===== config.mk =====
export PLATFORM = sky130hd
export DESIGN_NAME = z16_decode_stage_flat
export DESIGN_NICKNAME = d
export VERILOG_FILES = /design/src/rtl/z16_decode_stage_if.sv /design/src/rtl/z16_decode_stage.sv /design/src/flat_wrapper.sv
export SDC_FILE = /design/constraint.sdc
export NUM_CORES = 1
export LEC_CHECK = 0
export CAP_MARGIN = 15
export CORE_ASPECT_RATIO = 2
export CORE_MARGIN = 2
export CORE_UTILIZATION = 30
export CTS_BUF_LIST = sky130_fd_sc_hd__clkbuf_4 sky130_fd_sc_hd__clkbuf_8
export DETAILED_ROUTE_END_ITERATION = 8
export HOLD_SLACK_MARGIN = 0.12
export SLEW_MARGIN = 15
export SYNTH_ARGS = -nofsm -noshare
export SYNTH_HDL_FRONTEND = slang
export SYNTH_SLANG_ARGS = --single-unit
export TNS_END_PERCENT = 100

===== constraint.sdc =====
create_clock -name i_clk -period 5.8 [get_ports i_clk]
set_input_delay 0.87 -clock i_clk [delete_from_list [all_inputs] [get_ports i_clk]]
set_output_delay 0.87 -clock i_clk [all_outputs]
set_load 0.05 [all_outputs]

===== src/rtl/z16_decode_stage_if.sv =====
// Fetch/execute/writeback bundle for the Z16 decode stage.
// The slave modport is the decode stage; the master modport is its environment.
interface z16_decode_stage_if #(
  parameter int unsigned IMM_W = 16,
  parameter int unsigned CNT_W = 16
);
  // Fetch side
  logic [15:0]      i_instr;
  logic             i_valid;
  logic             o_ready;
  // Execute side
  logic             o_valid;
  logic             i_ex_ready;
  logic [3:0]       o_opcode;
  logic [3:0]       o_rd_addr;
  logic [3:0]       o_rs1_addr;
  logic [3:0]       o_rs2_addr;
  logic [IMM_W-1:0] o_imm;
  logic             o_rd_wen;
  logic             o_mem_wen;
  logic [3:0]       o_alu_ctrl;
  // Writeback, flush and status
  logic             i_wb_en;
  logic [3:0]       i_wb_addr;
  logic             i_flush;
  logic [15:0]      o_busy;
  logic [CNT_W-1:0] o_stall_cnt;

  modport master (
    output i_instr, i_valid, i_ex_ready, i_wb_en, i_wb_addr, i_flush,
    input  o_ready, o_valid, o_opcode, o_rd_addr, o_rs1_addr, o_rs2_addr, o_imm,
           o_rd_wen, o_mem_wen, o_alu_ctrl, o_busy, o_stall_cnt
  );

  modport slave (
    input  i_instr, i_valid, i_ex_ready, i_wb_en, i_wb_addr, i_flush,
    output o_ready, o_valid, o_opcode, o_rd_addr, o_rs1_addr, o_rs2_addr, o_imm,
           o_rd_wen, o_mem_wen, o_alu_ctrl, o_busy, o_stall_cnt
  );
endinterface


===== src/rtl/z16_decode_stage.sv =====
// Z16 registered decode stage: valid/ready input from fetch, single-entry output
// register toward execute, register scoreboard for RAW/WAW stalls, flush and a
// saturating hazard-stall counter.
module z16_decode_stage #(
  parameter int unsigned IMM_W = 16,
  parameter bit          SB_EN = 1'b1,
  parameter int unsigned CNT_W = 16
) (
  input logic               i_clk,
  input logic               i_rst_n,
  z16_decode_stage_if.slave io_bus
);

  logic [3:0]       w_op;
  logic [3:0]       w_rd;
  logic [3:0]       w_rs1;
  logic [3:0]       w_rs2;
  logic [IMM_W-1:0] w_imm;
  logic [IMM_W-1:0] w_imm_hi8;
  logic [IMM_W-1:0] w_imm_hi4;
  logic [IMM_W-1:0] w_imm_mid4;
  logic             w_rd_wen;
  logic             w_mem_wen;
  logic [3:0]       w_alu_ctrl;

  logic [15:0]      w_busy_eff;
  logic [15:0]      w_busy_nxt;
  logic             w_hazard;
  logic             w_slot_free;
  logic             w_ready;
  logic             w_in_fire;
  logic             w_out_fire;
  logic             w_stall;

  logic             r_valid;
  logic [3:0]       r_opcode;
  logic [3:0]       r_rd_addr;
  logic [3:0]       r_rs1_addr;
  logic [3:0]       r_rs2_addr;
  logic [IMM_W-1:0] r_imm;
  logic             r_rd_wen;
  logic             r_mem_wen;
  logic [3:0]       r_alu_ctrl;
  logic [15:0]      r_busy;
  logic [CNT_W-1:0] r_stall_cnt;

  assign w_op       = io_bus.i_instr[3:0];
  assign w_rd       = io_bus.i_instr[7:4];
  assign w_imm_hi8  = IMM_W'($signed(io_bus.i_instr[15:8]));
  assign w_imm_hi4  = IMM_W'($signed(io_bus.i_instr[15:12]));
  assign w_imm_mid4 = IMM_W'($signed(io_bus.i_instr[7:4]));
  assign w_rd_wen   = (w_op <= 4'hA) || (w_op == 4'hC) || (w_op == 4'hD);
  assign w_mem_wen  = (w_op == 4'hB);
  assign w_alu_ctrl = (w_op <= 4'h8) ? w_op : 4'h0;

  // Opcode-dependent source fields and immediate
  always_comb begin
    w_rs1 = io_bus.i_instr[11:8];
    w_rs2 = io_bus.i_instr[15:12];
    w_imm = '0;
    case (w_op)
      4'h9: begin
        w_rs1 = io_bus.i_instr[7:4];
        w_imm = w_imm_hi8;
      end
      4'hE, 4'hF: begin
        w_rs1 = {2'b00, io_bus.i_instr[5:4]};
        w_rs2 = {2'b00, io_bus.i_instr[7:6]};
        w_imm = w_imm_hi8;
      end
      4'hA, 4'hC, 4'hD: w_imm = w_imm_hi4;
      4'hB:             w_imm = w_imm_mid4;
      default:          ;
    endcase
  end

  // Same-cycle writeback release is visible to the hazard check
  always_comb begin
    w_busy_eff = r_busy;
    if (io_bus.i_wb_en) begin
      w_busy_eff[io_bus.i_wb_addr] = 1'b0;
    end
  end

  // Both rs fields are checked regardless of opcode (conservative)
  assign w_hazard    = SB_EN && (w_busy_eff[w_rs1] || w_busy_eff[w_rs2] ||
                                 (w_rd_wen && w_busy_eff[w_rd]));
  assign w_slot_free = !r_valid || io_bus.i_ex_ready;
  assign w_ready     = i_rst_n && !io_bus.i_flush && w_slot_free && !w_hazard;
  assign w_in_fire   = io_bus.i_valid && w_ready;
  assign w_out_fire  = r_valid && io_bus.i_ex_ready;
  assign w_stall     = io_bus.i_valid && !io_bus.i_flush && w_slot_free && w_hazard;

  // Scoreboard next state: flush clear, then wb clear, then acceptance set wins
  always_comb begin
    w_busy_nxt = r_busy;
    if (io_bus.i_flush && r_valid && r_rd_wen) begin
      w_busy_nxt[r_rd_addr] = 1'b0;
    end
    if (io_bus.i_wb_en) begin
      w_busy_nxt[io_bus.i_wb_addr] = 1'b0;
    end
    if (w_in_fire && w_rd_wen) begin
      w_busy_nxt[w_rd] = 1'b1;
    end
    if (!SB_EN) begin
      w_busy_nxt = '0;
    end
  end

  // Output entry register: load on accept, drop on consume or flush
  always_ff @(posedge i_clk) begin
    if (!i_rst_n) begin
      r_valid    <= 1'b0;
      r_opcode   <= '0;
      r_rd_addr  <= '0;
      r_rs1_addr <= '0;
      r_rs2_addr <= '0;
      r_imm      <= '0;
      r_rd_wen   <= 1'b0;
      r_mem_wen  <= 1'b0;
      r_alu_ctrl <= '0;
    end else begin
      if (io_bus.i_flush) begin
        r_valid <= 1'b0;
      end else if (w_in_fire) begin
        r_valid <= 1'b1;
      end else if (w_out_fire) begin
        r_valid <= 1'b0;
      end
      if (w_in_fire) begin
        r_opcode   <= w_op;
        r_rd_addr  <= w_rd;
        r_rs1_addr <= w_rs1;
        r_rs2_addr <= w_rs2;
        r_imm      <= w_imm;
        r_rd_wen   <= w_rd_wen;
        r_mem_wen  <= w_mem_wen;
        r_alu_ctrl <= w_alu_ctrl;
      end
    end
  end

  // Scoreboard register
  always_ff @(posedge i_clk) begin
    if (!i_rst_n) begin
      r_busy <= '0;
    end else begin
      r_busy <= w_busy_nxt;
    end
  end

  // Saturating count of hazard-only stall cycles
  always_ff @(posedge i_clk) begin
    if (!i_rst_n) begin
      r_stall_cnt <= '0;
    end else if (w_stall && (r_stall_cnt != {CNT_W{1'b1}})) begin
      r_stall_cnt <= r_stall_cnt + CNT_W'(1);
    end
  end

  assign io_bus.o_ready     = w_ready;
  assign io_bus.o_valid     = r_valid;
  assign io_bus.o_opcode    = r_opcode;
  assign io_bus.o_rd_addr   = r_rd_addr;
  assign io_bus.o_rs1_addr  = r_rs1_addr;
  assign io_bus.o_rs2_addr  = r_rs2_addr;
  assign io_bus.o_imm       = r_imm;
  assign io_bus.o_rd_wen    = r_rd_wen;
  assign io_bus.o_mem_wen   = r_mem_wen;
  assign io_bus.o_alu_ctrl  = r_alu_ctrl;
  assign io_bus.o_busy      = r_busy;
  assign io_bus.o_stall_cnt = r_stall_cnt;

endmodule


===== src/flat_wrapper.sv =====
// flat-port wrapper written by rule: the top's interface ports become plain ports
module z16_decode_stage_flat 
#(
  parameter int unsigned IMM_W = 16,
  parameter bit          SB_EN = 1'b1,
  parameter int unsigned CNT_W = 16
)
  (i_clk, i_rst_n, io_bus_i_instr, io_bus_i_valid, io_bus_i_ex_ready, io_bus_i_wb_en, io_bus_i_wb_addr, io_bus_i_flush, io_bus_o_ready, io_bus_o_valid, io_bus_o_opcode, io_bus_o_rd_addr, io_bus_o_rs1_addr, io_bus_o_rs2_addr, io_bus_o_imm, io_bus_o_rd_wen, io_bus_o_mem_wen, io_bus_o_alu_ctrl, io_bus_o_busy, io_bus_o_stall_cnt);
  z16_decode_stage_if #(.IMM_W(IMM_W), .CNT_W(CNT_W)) io_bus_i ();
  input logic i_clk;
  input logic i_rst_n;
  input wire logic [$bits(io_bus_i.i_instr)-1:0] io_bus_i_instr;
  input wire logic [$bits(io_bus_i.i_valid)-1:0] io_bus_i_valid;
  input wire logic [$bits(io_bus_i.i_ex_ready)-1:0] io_bus_i_ex_ready;
  input wire logic [$bits(io_bus_i.i_wb_en)-1:0] io_bus_i_wb_en;
  input wire logic [$bits(io_bus_i.i_wb_addr)-1:0] io_bus_i_wb_addr;
  input wire logic [$bits(io_bus_i.i_flush)-1:0] io_bus_i_flush;
  output wire logic [$bits(io_bus_i.o_ready)-1:0] io_bus_o_ready;
  output wire logic [$bits(io_bus_i.o_valid)-1:0] io_bus_o_valid;
  output wire logic [$bits(io_bus_i.o_opcode)-1:0] io_bus_o_opcode;
  output wire logic [$bits(io_bus_i.o_rd_addr)-1:0] io_bus_o_rd_addr;
  output wire logic [$bits(io_bus_i.o_rs1_addr)-1:0] io_bus_o_rs1_addr;
  output wire logic [$bits(io_bus_i.o_rs2_addr)-1:0] io_bus_o_rs2_addr;
  output wire logic [$bits(io_bus_i.o_imm)-1:0] io_bus_o_imm;
  output wire logic [$bits(io_bus_i.o_rd_wen)-1:0] io_bus_o_rd_wen;
  output wire logic [$bits(io_bus_i.o_mem_wen)-1:0] io_bus_o_mem_wen;
  output wire logic [$bits(io_bus_i.o_alu_ctrl)-1:0] io_bus_o_alu_ctrl;
  output wire logic [$bits(io_bus_i.o_busy)-1:0] io_bus_o_busy;
  output wire logic [$bits(io_bus_i.o_stall_cnt)-1:0] io_bus_o_stall_cnt;
  assign io_bus_i.i_instr = io_bus_i_instr;
  assign io_bus_i.i_valid = io_bus_i_valid;
  assign io_bus_i.i_ex_ready = io_bus_i_ex_ready;
  assign io_bus_i.i_wb_en = io_bus_i_wb_en;
  assign io_bus_i.i_wb_addr = io_bus_i_wb_addr;
  assign io_bus_i.i_flush = io_bus_i_flush;
  assign io_bus_o_ready = io_bus_i.o_ready;
  assign io_bus_o_valid = io_bus_i.o_valid;
  assign io_bus_o_opcode = io_bus_i.o_opcode;
  assign io_bus_o_rd_addr = io_bus_i.o_rd_addr;
  assign io_bus_o_rs1_addr = io_bus_i.o_rs1_addr;
  assign io_bus_o_rs2_addr = io_bus_i.o_rs2_addr;
  assign io_bus_o_imm = io_bus_i.o_imm;
  assign io_bus_o_rd_wen = io_bus_i.o_rd_wen;
  assign io_bus_o_mem_wen = io_bus_i.o_mem_wen;
  assign io_bus_o_alu_ctrl = io_bus_i.o_alu_ctrl;
  assign io_bus_o_busy = io_bus_i.o_busy;
  assign io_bus_o_stall_cnt = io_bus_i.o_stall_cnt;
  z16_decode_stage #(.IMM_W(IMM_W), .SB_EN(SB_EN), .CNT_W(CNT_W)) u_core (.i_clk(i_clk), .i_rst_n(i_rst_n), .io_bus(io_bus_i));
endmodule

==> results.sh, run 1 <==
export IMPL_critPathLaunchType="input pin"
export IMPL_crit_fanout=16
export IMPL_final_nets=549
export IMPL_ys_async_sr_fraction_pct=0
export IMPL_finalCriticalPeriod_ps=5230
export IMPL_final_setup_tns_ps=0
export IMPL_grt_pass1_vias=3595
export IMPL_post_dp_hpwl_microns=10200
export IMPL_grt_antenna_before_repair=0
export IMPL_power_leakage_nw=1.73
export IMPL_worstPathCellList="clkdlybuf4s50_1 > nand3_1 > and3_1 > nor2_1 > mux2_2 > a41oi_1 > o211ai_1 > a21oi_1 > and3b_1 > buf_4"
export IMPL_required_ps=4930
export IMPL_ant_nets=0
export IMPL_finalSetupViolCount=0
export IMPL_syn_area_per_cell_sq_um=8.31
export IMPL_start_util_pct=30.4
export IMPL_synth_edf_count=0
export IMPL_slowest_delay_ps=760
export IMPL_cts_root_buf="clkbuf_8"
export IMPL_crit_type="input pin to primary output"
export IMPL_fin_skew_ps=10.1
export IMPL_num_vias=3767
export IMPL_core_sq_um=12100
export IMPL_grt_ovfl_total=0
export IMPL_yosysMostFrequentCell="dfxtp_1"
export IMPL_drt_iter0_drc=268
export IMPL_drc_errors=0
export IMPL_cts_tree="yes"
export IMPL_grt_max_degree=41
export IMPL_end_kind="primary output"
export IMPL_synthesis_area_sq_um=3670
export IMPL_slowest_stage="clkdlybuf4s50_1"
export IMPL_via_per_inst=5.59
export IMPL_cts_hold_buf=0
export IMPL_ys_seq_area_share_pct=34.4
export IMPL_outcome="completed"
export IMPL_power_uw=980
export IMPL_slew_viol_final=0
export IMPL_slew_limit_headroom_pct=52.0
export IMPL_min_delay_start="u_core.io_bus.o_alu_ctrl[2]"
export IMPL_max_freq_mhz=191
export IMPL_hold_viol_final=0
export IMPL_pin_count=98
export IMPL_tightest_slew_ps=714
export IMPL_synth_top_cell_area_share_pct=34.4
export IMPL_die_area_sq_um=13200
export IMPL_synth_ff_latch_count=63
export IMPL_placementRows=57
export IMPL_cts_sinks=63
export IMPL_cts_resized=0
export IMPL_synthTopCellsByArea="dfxtp_1 34%, mux2i_1 6.8%, a21oi_1 4.8%, o21ai_0 4.4%, nand2_1 3.4%"
export IMPL_yosys_warnings=0
export IMPL_track_usage_pct=19.9
export IMPL_min_to="u_core.io_bus.o_alu_ctrl[2]"
export IMPL_diodes=0
export IMPL_ir_drop_uv=111
export IMPL_die_x_microns=82.2
export IMPL_maxCapViolations=0
export IMPL_die_h_microns=160
export IMPL_yosysUniqueCellTypes=63
export IMPL_first_pass_iters=6
export IMPL_numCtsBuffers=9
export IMPL_finalWirelength_microns=13000
export IMPL_syn_to_final_growth_pct=32.8
export IMPL_synthCells=441
export IMPL_gp_congestion=0.962
export IMPL_yosys_top_cells_count="63 x dfxtp_1, 35 x a21oi_1, 33 x nand2_1"
export IMPL_clk_latency_ps=350
export IMPL_regToRegSetupSlack_ps=2390
export IMPL_worst_ep_arrival_time_ps=4360
export IMPL_timing_rr_end="u_core.io_bus.o_alu_ctrl[1]"
export IMPL_synth_nets=468
export IMPL_synthFlopType="dfxtp_1"
export IMPL_cts_max_path_buffers=2
export IMPL_p_per_area_nw_per_um2=201
export IMPL_regToRegStartpoint="u_core.io_bus.o_busy[13]"
export IMPL_reg2reg_depth=9
export IMPL_hold_class="flop to flop"
export IMPL_min_period_over_period_pct=90.2
export IMPL_grt_pass1_wl_microns=19400
export IMPL_drive_above_1_share_pct=7.21
export IMPL_rsz0062_at_grt="no"
export IMPL_yosysTopAreaCell="dfxtp_1"
export IMPL_min_path_cells=2
export IMPL_n_fill_cell=1208
export IMPL_h_tree_depth=3
export IMPL_path_clk_slew_ps=70
export IMPL_post_cts_buffers=0
export IMPL_port_buffers=97
export IMPL_wl_per_cell_microns=19.3
==> power breakdown <==
part           switching [mW]  internal (mW)  total (mW)  leakage [nW]
clock                   0.179          0.157       0.336        0.0815
sequential            0.00848          0.441       0.449         0.509
combinational           0.125         0.0704       0.195          1.14
==> area by class of cell <==
type	count	area [sq um]	share of cell area, %
flip-flops and latches	63	1260	25.9
clock buffers	10	131	2.70
repair buffers	102	1010	20.7
multi-input cells	339	2220	45.6
inverters	7	26.3	0.540
well taps	147	184	3.78
clock inverters	6	37.5	0.771
==> worst max-delay path by stage <==
stage                                              to  slack (ps)  cells after the start                 from
after CTS                              io_bus_o_ready         580                     10    io_bus_i_instr[3]
after floorplan                        io_bus_o_ready        1800                      9  io_bus_i_wb_addr[1]
final                                  io_bus_o_ready         570                     10    io_bus_i_instr[3]
after global routing                   io_bus_o_ready         380                     10    io_bus_i_instr[3]
after detailed placement  u_core.io_bus.o_alu_ctrl[1]         510                     11    io_bus_i_instr[3]
after global placement    u_core.io_bus.o_alu_ctrl[1]         680                     11    io_bus_i_instr[3]
==> metal layers <==
layer  track usage (%)  wire [microns]  up-vias
li1                  -               -     1797
met4              13.9             826        0
met5                 0               0        -
met2              36.2            7230      148
met1              19.8            4550     1776
met3              2.42             425       46
==> cells in the final DEF, fill, tap and decap left out, types with 5 or more instances in the layout <==
cell type,instances
nand2_1,33
a211oi_1,7
dfxtp_1,63
nor2b_1,10
o21a_1,11
mux2i_1,25
clkdlybuf4s50_1,96
nand3_1,19
a21oi_1,35
and3_1,5
nor3_1,14
o211ai_1,9
mux4_2,5
or3_1,12
o21ai_0,32
buf_4,6
inv_1,6
nor2_1,32
clkbuf_8,9
nand2b_1,8
==> flip-flops by register name, indices dropped and copies added (netlist names) <==
register,flops
u_core.io_bus.o_busy,16
u_core.io_bus.o_stall_cnt,16
u_core.io_bus.o_imm,8
u_core.io_bus.o_alu_ctrl,4
u_core.io_bus.o_opcode,4
u_core.io_bus.o_rd_addr,4
u_core.io_bus.o_rs1_addr,4
u_core.io_bus.o_rs2_addr,4
u_core.io_bus.o_mem_wen,1
u_core.io_bus.o_rd_wen,1
u_core.io_bus.o_valid,1
==> worst max-delay path: cells and delay by family <==
kind / cells / cell delay, ps
buffers and inverters: 2 / 960
AOI/OAI and AO/OA: 3 / 610
muxes: 1 / 410
and+or+nand+nor: 4 / 1510
==> cells by family after synthesis <==
group | share of synthesized area (%)
simple gates | 25.2
compound gates | 22.8
flops | 34.4
buf+inv | 5.02
mux | 11.7
xor+xnor | 0.478
fa+ha+maj | 0.341
==> through the flow <==
step / setup slack (ps) / hold WS (ps) / utilization [%] / instance area (sq um) / cells
6_report: 566 / 453 / 40.4 / 4870 / 674
5_1_grt: 381 / 479 / 40.4 / 4870 / 674
4_1_cts: 580 / 456 / 40.4 / 4870 / 674
3_5_place_dp: 506 / 448 / 39.0 / 4700 / 658
3_3_place_gp: 676 / 443 / 39.0 / 4700 / 658
2_1_floorplan: 1800 / 668 / - / 3670 / 441
(Power assumes the default switching activity.)
==> run 2, diff against run 1 <==
--- a/constraint.sdc
+++ b/constraint.sdc
@@ -3,2 +3,2 @@
 set_output_delay 0.87 -clock i_clk [all_outputs]
-set_load 0.05 [all_outputs]
+set_load 0.02 [all_outputs]
==> run 2 against run 1 <==
Effect of this change: final area rose by 2.1%; worst setup slack got worse by 54 ps; non-clock buffer count rose by 8; die area did not move.
==> results.sh, run 2 (synthesis gave the netlist of run 1 again) <==
export IMPL_rsz0062_at_grt="no"
export IMPL_ant_nets=0
export IMPL_gp_congestion=0.975
export IMPL_end_kind="primary output"
export IMPL_mostFrequentLayoutCell="clkdlybuf4s50_1"
export IMPL_maxCapViolations=0
export IMPL_fin_ws_ps=512
export IMPL_finalWirelength_microns=13600
export IMPL_die_h_microns=160
export IMPL_grt_ovfl_total=0
export IMPL_cts_hold_buf=0
export IMPL_diodes=0
export IMPL_hold_class="flop to flop"
export IMPL_pre_cts_ws_ps=550
export IMPL_numCtsBuffers=9
export IMPL_placedInstanceArea_sq_um=4760
export IMPL_crit_fanout=11
export IMPL_path_clk_slew_ps=60
export IMPL_h_tree_depth=3
export IMPL_post_dp_hpwl_microns=10600
export IMPL_cts_tree="yes"
export IMPL_port_buffers=97
export IMPL_track_usage_pct=21.1
export IMPL_max_freq_mhz=189
export IMPL_final_nets=557
export IMPL_p_per_area_nw_per_um2=206
export IMPL_switching_share_pct=28.1
export IMPL_min_period_over_period_pct=91.2
export IMPL_first_pass_iters=5
export IMPL_required_ps=4930
export IMPL_clockPowerShare_pct=39.0
export IMPL_grt_pass1_vias=3792
export IMPL_power_share_sequential_pct=43.8
export IMPL_wl_per_cell_microns=19.9
export IMPL_clk_latency_ps=350
export IMPL_critPathLaunchType="input pin"
export IMPL_finalSetupViolCount=0
export IMPL_p_switching_uw=288
export IMPL_pin_count=98
export IMPL_worst_ep_arrival_time_ps=4420
export IMPL_placementRows=57
export IMPL_core_sq_um=12100
export IMPL_cts_sinks=63
export IMPL_final_cell_mix="97 x clkdlybuf4s50_1, 63 x dfxtp_1, 35 x a21oi_1"
export IMPL_die_area_sq_um=13200
export IMPL_grt_pass1_wl_microns=20500
export IMPL_slew_viol_final=0
export IMPL_fin_skew_ps=11.2
export IMPL_ir_drop_uv=96.1
export IMPL_finalCriticalPeriod_ps=5290
export IMPL_n_fill_cell=1240
export IMPL_num_vias=3879
export IMPL_power_mw=1.02
export IMPL_outcome="completed"
export IMPL_cts_root_buf="clkbuf_8"
export IMPL_start_util_pct=30.4
export IMPL_crit_type="input pin to primary output"
export IMPL_drt_iter0_drc=189
export IMPL_final_cell_area_sq_um=4970
export IMPL_final_setup_tns_ps=0
export IMPL_tightest_slew_ps=723
export IMPL_slew_limit_headroom_pct=51.6
export IMPL_post_cts_buffers=0
export IMPL_grt_antenna_before_repair=0
export IMPL_syn_to_final_growth_pct=35.5
export IMPL_power_internal_uw=736
export IMPL_die_x_microns=82.2
export IMPL_via_per_inst=5.69
export IMPL_grt_max_degree=46
export IMPL_cts_resized=0
export IMPL_drc_errors=0
export IMPL_power_leakage_nw=1.78
export IMPL_p_comb_share_pct=17.2
export IMPL_drive_above_1_share_pct=8.41
export IMPL_cts_max_path_buffers=2
export IMPL_hold_viol_final=0
[run 2: cell type report]
cell class | count | area, sq um | share of cell area (%)
clock buffer | 12 | 153 | 3.07
clock inverter | 4 | 55.1 | 1.11
inverter | 7 | 26.3 | 0.529
sequential | 63 | 1260 | 25.4
timing repair buffer | 110 | 1070 | 21.5
tap | 147 | 184 | 3.70
multi-input combinational | 339 | 2220 | 44.7
[run 2: final timing paths]
path,slack (ps),start,cells after the start,end
max,510,io_bus_i_instr[0],10,io_bus_o_ready
max reg2reg,2560,u_core.io_bus.o_busy[15],9,u_core.io_bus.o_alu_ctrl[0]
min reg2reg,450,u_core.io_bus.o_alu_ctrl[0],2,u_core.io_bus.o_alu_ctrl[0]
min,450,u_core.io_bus.o_alu_ctrl[0],2,u_core.io_bus.o_alu_ctrl[0]
[run 2: stage by stage]
step,utilization (%),cells,hold slack [ps]
3_3_place_gp,39.5,666,439
2_1_floorplan,-,441,530
6_report,41.2,682,451
4_1_cts,41.2,682,454
3_5_place_dp,39.5,666,445
5_1_grt,41.2,682,477
[run 2: worst max-delay path, cell delays in order]
cell             delay [ps]
clkdlybuf4s50_1         690
nand4bb_1               240
and3_1                  270
nor2_1                  500
mux2_2                  410
a41oi_1                 260
o211ai_1                170
a21oi_1                 220
and3b_1                 190
clkdlybuf4s50_1         600
[run 2: power by group through the flow]
stage,Sequential [mW],Clock (mW),Combinational (mW)
2_1_floorplan,0.467,0,0.0896
3_3_place_gp,0.458,0,0.174
3_5_place_dp,0.459,0,0.175
4_1_cts,0.449,0.411,0.175
5_1_grt,0.450,0.428,0.188
6_report,0.449,0.399,0.176
[run 2: metal layers]
metal	part of all wire, %	GRT usage (%)	vias up
li1	-	-	1817
met1	34	20.6	1867
met2	55	37.9	141
met3	3.5	2.64	54
met4	7.5	16.2	0
met5	0	0	-
==> run 3, diff against run 2 <==
GPL_ROUTABILITY_DRIVEN = 0   (was default)
==> run 3 against run 2 <==
Effect of this change: worst setup slack better by 4.7 ps; worst hold slack about the same; die area unchanged; utilization down 0.33 points; non-clock buffer count down 4; cell count down 0.59%; combinational power down 3%; register-to-register slack better by 60 ps; clock-buffer cell count down 2; fmax about the same.
==> results.sh, run 3 (synthesis gave the netlist of run 1 again) <==
export IMPL_wl_per_cell_microns=18.9
export IMPL_placed_cells=662
export IMPL_cpMostUsedCell="clkdlybuf4s50_1"
export IMPL_mostFrequentLayoutCell="clkdlybuf4s50_1"
export IMPL_cp_top_family="buffers and inverters"
export IMPL_final_setup_tns_ps=0
export IMPL_finalCriticalPeriod_ps=5280
export IMPL_slowest_stage="clkdlybuf4s50_1"
export IMPL_port_buffers=97
export IMPL_grt_pass1_vias=3760
export IMPL_die_x_microns=82.2
export IMPL_placementRows=57
export IMPL_num_vias=3806
export IMPL_min_period_over_period_pct=91.1
export IMPL_via_per_inst=5.61
export IMPL_end_kind="primary output"
export IMPL_path_clk_slew_ps=70
export IMPL_slew_limit_headroom_pct=52.3
export IMPL_max_freq_mhz=189
export IMPL_track_usage_pct=20.2
export IMPL_worstPathCellList="clkdlybuf4s50_1 > nand4bb_1 > and3_1 > nor2_1 > mux2_2 > a41oi_1 > o211ai_1 > a21oi_1 > and3b_1 > clkdlybuf4s50_1"
export IMPL_fin_skew_ps=11.3
export IMPL_drc_errors=0
export IMPL_drt_iter0_drc=271
export IMPL_outcome="completed"
export IMPL_p_per_area_nw_per_um2=204
export IMPL_grt_antenna_before_repair=0
export IMPL_ant_nets=0
export IMPL_hold_viol_final=0
export IMPL_n_fill_cell=1231
export IMPL_multi_input_area_sq_um=2220
export IMPL_pre_cts_ws_ps=545
export IMPL_power_leakage_nw=1.76
export IMPL_post_dp_hpwl_microns=9990
export IMPL_crit_fanout=11
export IMPL_cts_hold_buf=0
export IMPL_cts_root_buf="clkbuf_8"
export IMPL_power_mw=1.00
export IMPL_drive_above_1_share_pct=7.72
export IMPL_pin_count=98
export IMPL_rsz0062_at_grt="no"
export IMPL_finalSetupViolCount=0
export IMPL_ir_drop_uv=101
export IMPL_crit_type="input pin to primary output"
export IMPL_regToRegSetupSlack_ps=2620
export IMPL_final_cells=678
export IMPL_worst_ep_arrival_time_ps=4410
export IMPL_cts_resized=0
export IMPL_critPathLaunchType="input pin"
export IMPL_required_ps=4930
export IMPL_fin_ws_ps=517
export IMPL_clk_latency_ps=360
export IMPL_numCtsBuffers=9
export IMPL_cts_tree="yes"
export IMPL_cts_max_path_buffers=2
export IMPL_core_sq_um=12100
export IMPL_diodes=0
export IMPL_post_cts_buffers=0
export IMPL_syn_to_final_growth_pct=34.4
export IMPL_tightest_slew_ps=713
export IMPL_first_pass_iters=7
export IMPL_slowest_delay_ps=690
export IMPL_final_cell_mix="97 x clkdlybuf4s50_1, 63 x dfxtp_1, 35 x a21oi_1"
export IMPL_die_h_microns=160
export IMPL_slew_viol_final=0
export IMPL_regArea_sq_um=1260
export IMPL_cts_sinks=63
export IMPL_die_area_sq_um=13200
export IMPL_grt_pass1_wl_microns=20000
export IMPL_path_buf_inv=2
export IMPL_final_nets=553
export IMPL_finalWirelength_microns=12800
export IMPL_grt_ovfl_total=0
export IMPL_maxCapViolations=0
export IMPL_grt_max_degree=45
export IMPL_hold_class="flop to flop"
export IMPL_h_tree_depth=3
export IMPL_start_util_pct=30.4
[run 3: cell types whose count changed in the layout (fill, tap and decap cells not counted)]
cell        previous run  this run
clkinv_4               2         0
clkinvlp_4             1         2
clkinv_2               0         3
buf_4                 13         9
clkbuf_4               2         0
[run 3: area by class of cell]
class / instances / area share (%)
clock inverter: 6 / 1.22
inverter: 7 / 0.533
multi-input combinational: 339 / 45.1
timing repair buffer: 106 / 21.1
tap: 147 / 3.73
clock buffer: 10 / 2.79
sequential: 63 / 25.6
[run 3: worst paths after layout]
check / endpoint / cells past startpoint / from
max: io_bus_o_ready / 10 / io_bus_i_instr[0]
min: u_core.io_bus.o_alu_ctrl[1] / 2 / u_core.io_bus.o_alu_ctrl[1]
max reg2reg: u_core.io_bus.o_alu_ctrl[0] / 9 / u_core.io_bus.o_busy[13]
min reg2reg: u_core.io_bus.o_alu_ctrl[1] / 2 / u_core.io_bus.o_alu_ctrl[1]
[run 3: metal layers]
layer | up-vias | share of wire, % | track usage (%)
li1 | 1807 | - | -
met1 | 1775 | 35 | 20.1
met2 | 153 | 53 | 35.1
met3 | 71 | 4.2 | 3.48
met4 | 0 | 7.7 | 16.0
met5 | - | 0 | 0
[run 3: metrics by stage]
step           cell area (sq um)  util, %  hold slack [ps]
6_report                    4930     40.9              450
4_1_cts                     4930     40.9              455
3_5_place_dp                4730     39.3              445
2_1_floorplan               3670        -              530
5_1_grt                     4930     40.9              472
3_3_place_gp                4730     39.3              440
[run 3: worst min-delay path: cells and delay by family (launching register included)]
kind,cells,cell delay (ps)
AOI/OAI and AO/OA,1,50
DFF,1,310
and+or+nand+nor,1,50
[run 3: power breakdown]
group	switching (mW)	internal [mW]
clock	0.177	0.207
sequential	0.00807	0.441
combinational	0.0989	0.0724
total	0.284	0.721
==> RTL edit (flow settings as in run 1) <==
`SB_EN` is set to 1'b1 in 2 places; all go to 1'b0.
--- a/src/rtl/z16_decode_stage.sv
+++ b/src/rtl/z16_decode_stage.sv
@@ -3,7 +3,7 @@
 // saturating hazard-stall counter.
 module z16_decode_stage #(
   parameter int unsigned IMM_W = 16,
-  parameter bit          SB_EN = 1'b1,
+  parameter bit          SB_EN = 1'b0,
   parameter int unsigned CNT_W = 16
 ) (
   input logic               i_clk,
--- a/src/flat_wrapper.sv
+++ b/src/flat_wrapper.sv
@@ -2,7 +2,7 @@
 module z16_decode_stage_flat 
 #(
   parameter int unsigned IMM_W = 16,
-  parameter bit          SB_EN = 1'b1,
+  parameter bit          SB_EN = 1'b0,
   parameter int unsigned CNT_W = 16
 )
   (i_clk, i_rst_n, io_bus_i_instr, io_bus_i_valid, io_bus_i_ex_ready, io_bus_i_wb_en, io_bus_i_wb_addr, io_bus_i_flush, io_bus_o_ready, io_bus_o_valid, io_bus_o_opcode, io_bus_o_rd_addr, io_bus_o_rs1_addr, io_bus_o_rs2_addr, io_bus_o_imm, io_bus_o_rd_wen, io_bus_o_mem_wen, io_bus_o_alu_ctrl, io_bus_o_busy, io_bus_o_stall_cnt);
Function: changed (a bounded check fails within 4 cycles, from zero or initial values and one cycle with i_rst_n low).
==> RTL edit against run 1 <==
- power decreased by 39%
- wire length fell by 67%
- synthesized area is 48% lower
- cell count fell by 46%
- largest power group unchanged
- sequential cell count fell by 32
- cell area decreased by 50%
- setup slack gained 1.7 ns
- fmax grew 48%
- critical endpoint unchanged
==> RTL edit: results (changes against run 1) <==
- Outcome: finished clean
- Nets: 302 (-45%)
- Unique masters post-synth: 34 (-46%)
- Total track usage: 0.128 (-0.0710)
- VDD IR-drop max: 132 uV (+19%)
- Hold WC Path Type: reg2reg
- Synth top area cells: dfxtp_1 (33%), buf_4 (17%), nand2_1 (6.1%)
- CP peak stage delay: 0.80 ns (+0.04 ns)
- RR Endpoint: u_core.io_bus.o_rs2_addr[3]
- Fmax: 284 MHz (+48%)
- Worst Path Max Fanout: 33 (+17)
- Hpwl dp: 3110 um (-69%)
- First-pass GRT wire length: 6930 um (-64%)
- Fraction of layout cells with a size suffix above 1: 0.0469 (-0.0252)
- Pin count of the biggest net entering global routing: 34 (-17%)
- Crit path from: i_rst_n
- Worst R2R Setup Slack: 4.13 ns (+1.74 ns)
- Clk slew on worst S/H paths: 0.06 ns
- Setup bufs post-CTS: 0 (unchanged)
- TritonCTS Buffers: 5 (-4)
- Worst-skew pair later-pin latency: 0.28 ns (-0.07 ns)
- Antenna cells: 0 (unchanged)
- Worst setup path endpoint: io_bus_o_ready
- Hold WS: 0.447 ns (-0.00580 ns)
- Max Clock Skew: 0.00229 ns (-0.00783 ns)
- DR iter-0 viols: 41 (-85%)
- Leak: 0.952 nW (-45%)
- Vias in the first global route: 1,474 (-59%)
- Longest Clk Path Bufs: 2 (unchanged)
- FF-to-FF Start: u_core.io_bus.o_valid
- PortBufs: 60 (-38%)
- Sequential area share after synthesis: 0.327 (-0.0175)
- Root Buffer: clkbuf_8
- Async set-or-reset flop fraction in the synthesized netlist: 0 (unchanged)
- Hold Vio Cnt, Final: 0 (unchanged)
- Post-cts sizing count: 0 (unchanged)
- FF-to-FF path depth: 4 (-5)
- Final GP Congestion: 0.723 (-25%)
- Drt pass-1 iters: 4 (-2)
- WHS Endpoint: u_core.io_bus.o_rs2_addr[2]
- Hold depth: 2 (unchanged)
- Via density: 4.49 (-20%)
- Rel. slew slack: 0.271 (-0.249)
- H-tree levels: 2 (-1)
- Power Internal: 402 uW (-40%)
- Total routed wirelength: 4310 um (-67%)
- Synthesized area per cell: 8.12 sq um (-2.3%)
- Min-delay src: u_core.io_bus.o_rs2_addr[2]
- Worst path top cell family by delay: buffers and inverters
- Most frequent cells after synthesis: buf_4 (42), dfxtp_1 (31), nand2_1 (31)
- Crit path DAT: 2.66 ns (-1.70 ns)
- Fillcell total: 677 (-44%)
- DR WL/cell: 11.9 um (-39%)
- Cell count after placement: 355 (-46%)
- Dpl ws: 2.27 ns (+1.76 ns)
-- RTL edit: cell count changes after synthesis, moves of 8 or more --
cell,before,now
dfxtp_1,63,31
buf_4,8,42
o21ai_0,32,7
mux2i_1,25,9
nor3_1,14,0
o211ai_1,9,0
o21a_1,11,1
or3_1,12,0
clkbuf_1,18,5
a21boi_0,0,8
a21oi_1,35,18
nor2_1,32,4
o21ai_1,3,12
-- RTL edit: power by group through the flow --
stage / sequential [mW] / combinational (mW) / clock [mW]
floorplan: 0.251 / 0.111 / 0
global placement: 0.228 / 0.154 / 0
detailed placement: 0.228 / 0.155 / 0
CTS: 0.223 / 0.155 / 0.226
global route: 0.224 / 0.165 / 0.234
finish: 0.223 / 0.155 / 0.218
-- RTL edit: through the flow --
| stage | area (sq um) | utilization | total power [mW] |
|---|---|---|---|
| after CTS | 2450 | 0.395 | 0.604 |
| after global placement | 2330 | 0.376 | 0.381 |
| after global routing | 2450 | 0.395 | 0.623 |
| after floorplan | 2020 | - | 0.362 |
| final | 2450 | 0.395 | 0.597 |
| after detailed placement | 2330 | 0.376 | 0.383 |
-- RTL edit: area by class of cell --
cell class	instances	area (sq um)	share of cell area
Clock inverter	2	35.0	0.0143
Timing Repair Buffer	61	608	0.248
Multi-Input combinational cell	177	1000	0.408
Sequential cell	31	621	0.253
Clock buffer	6	82.6	0.0336
Tap cell	86	108	0.0438
-- RTL edit: per-layer routing --
layer	GRT usage	routed length, um
met5	0	0
met4	0.0533	73
met1	0.161	1860
met2	0.201	2030
met3	0.0377	348
-- RTL edit: logic make-up after synthesis --
group | synth area share
compound gates | 0.223
buf+inv | 0.211
other cells | 0.00197
simple gates | 0.190
mux | 0.0474
flops | 0.327
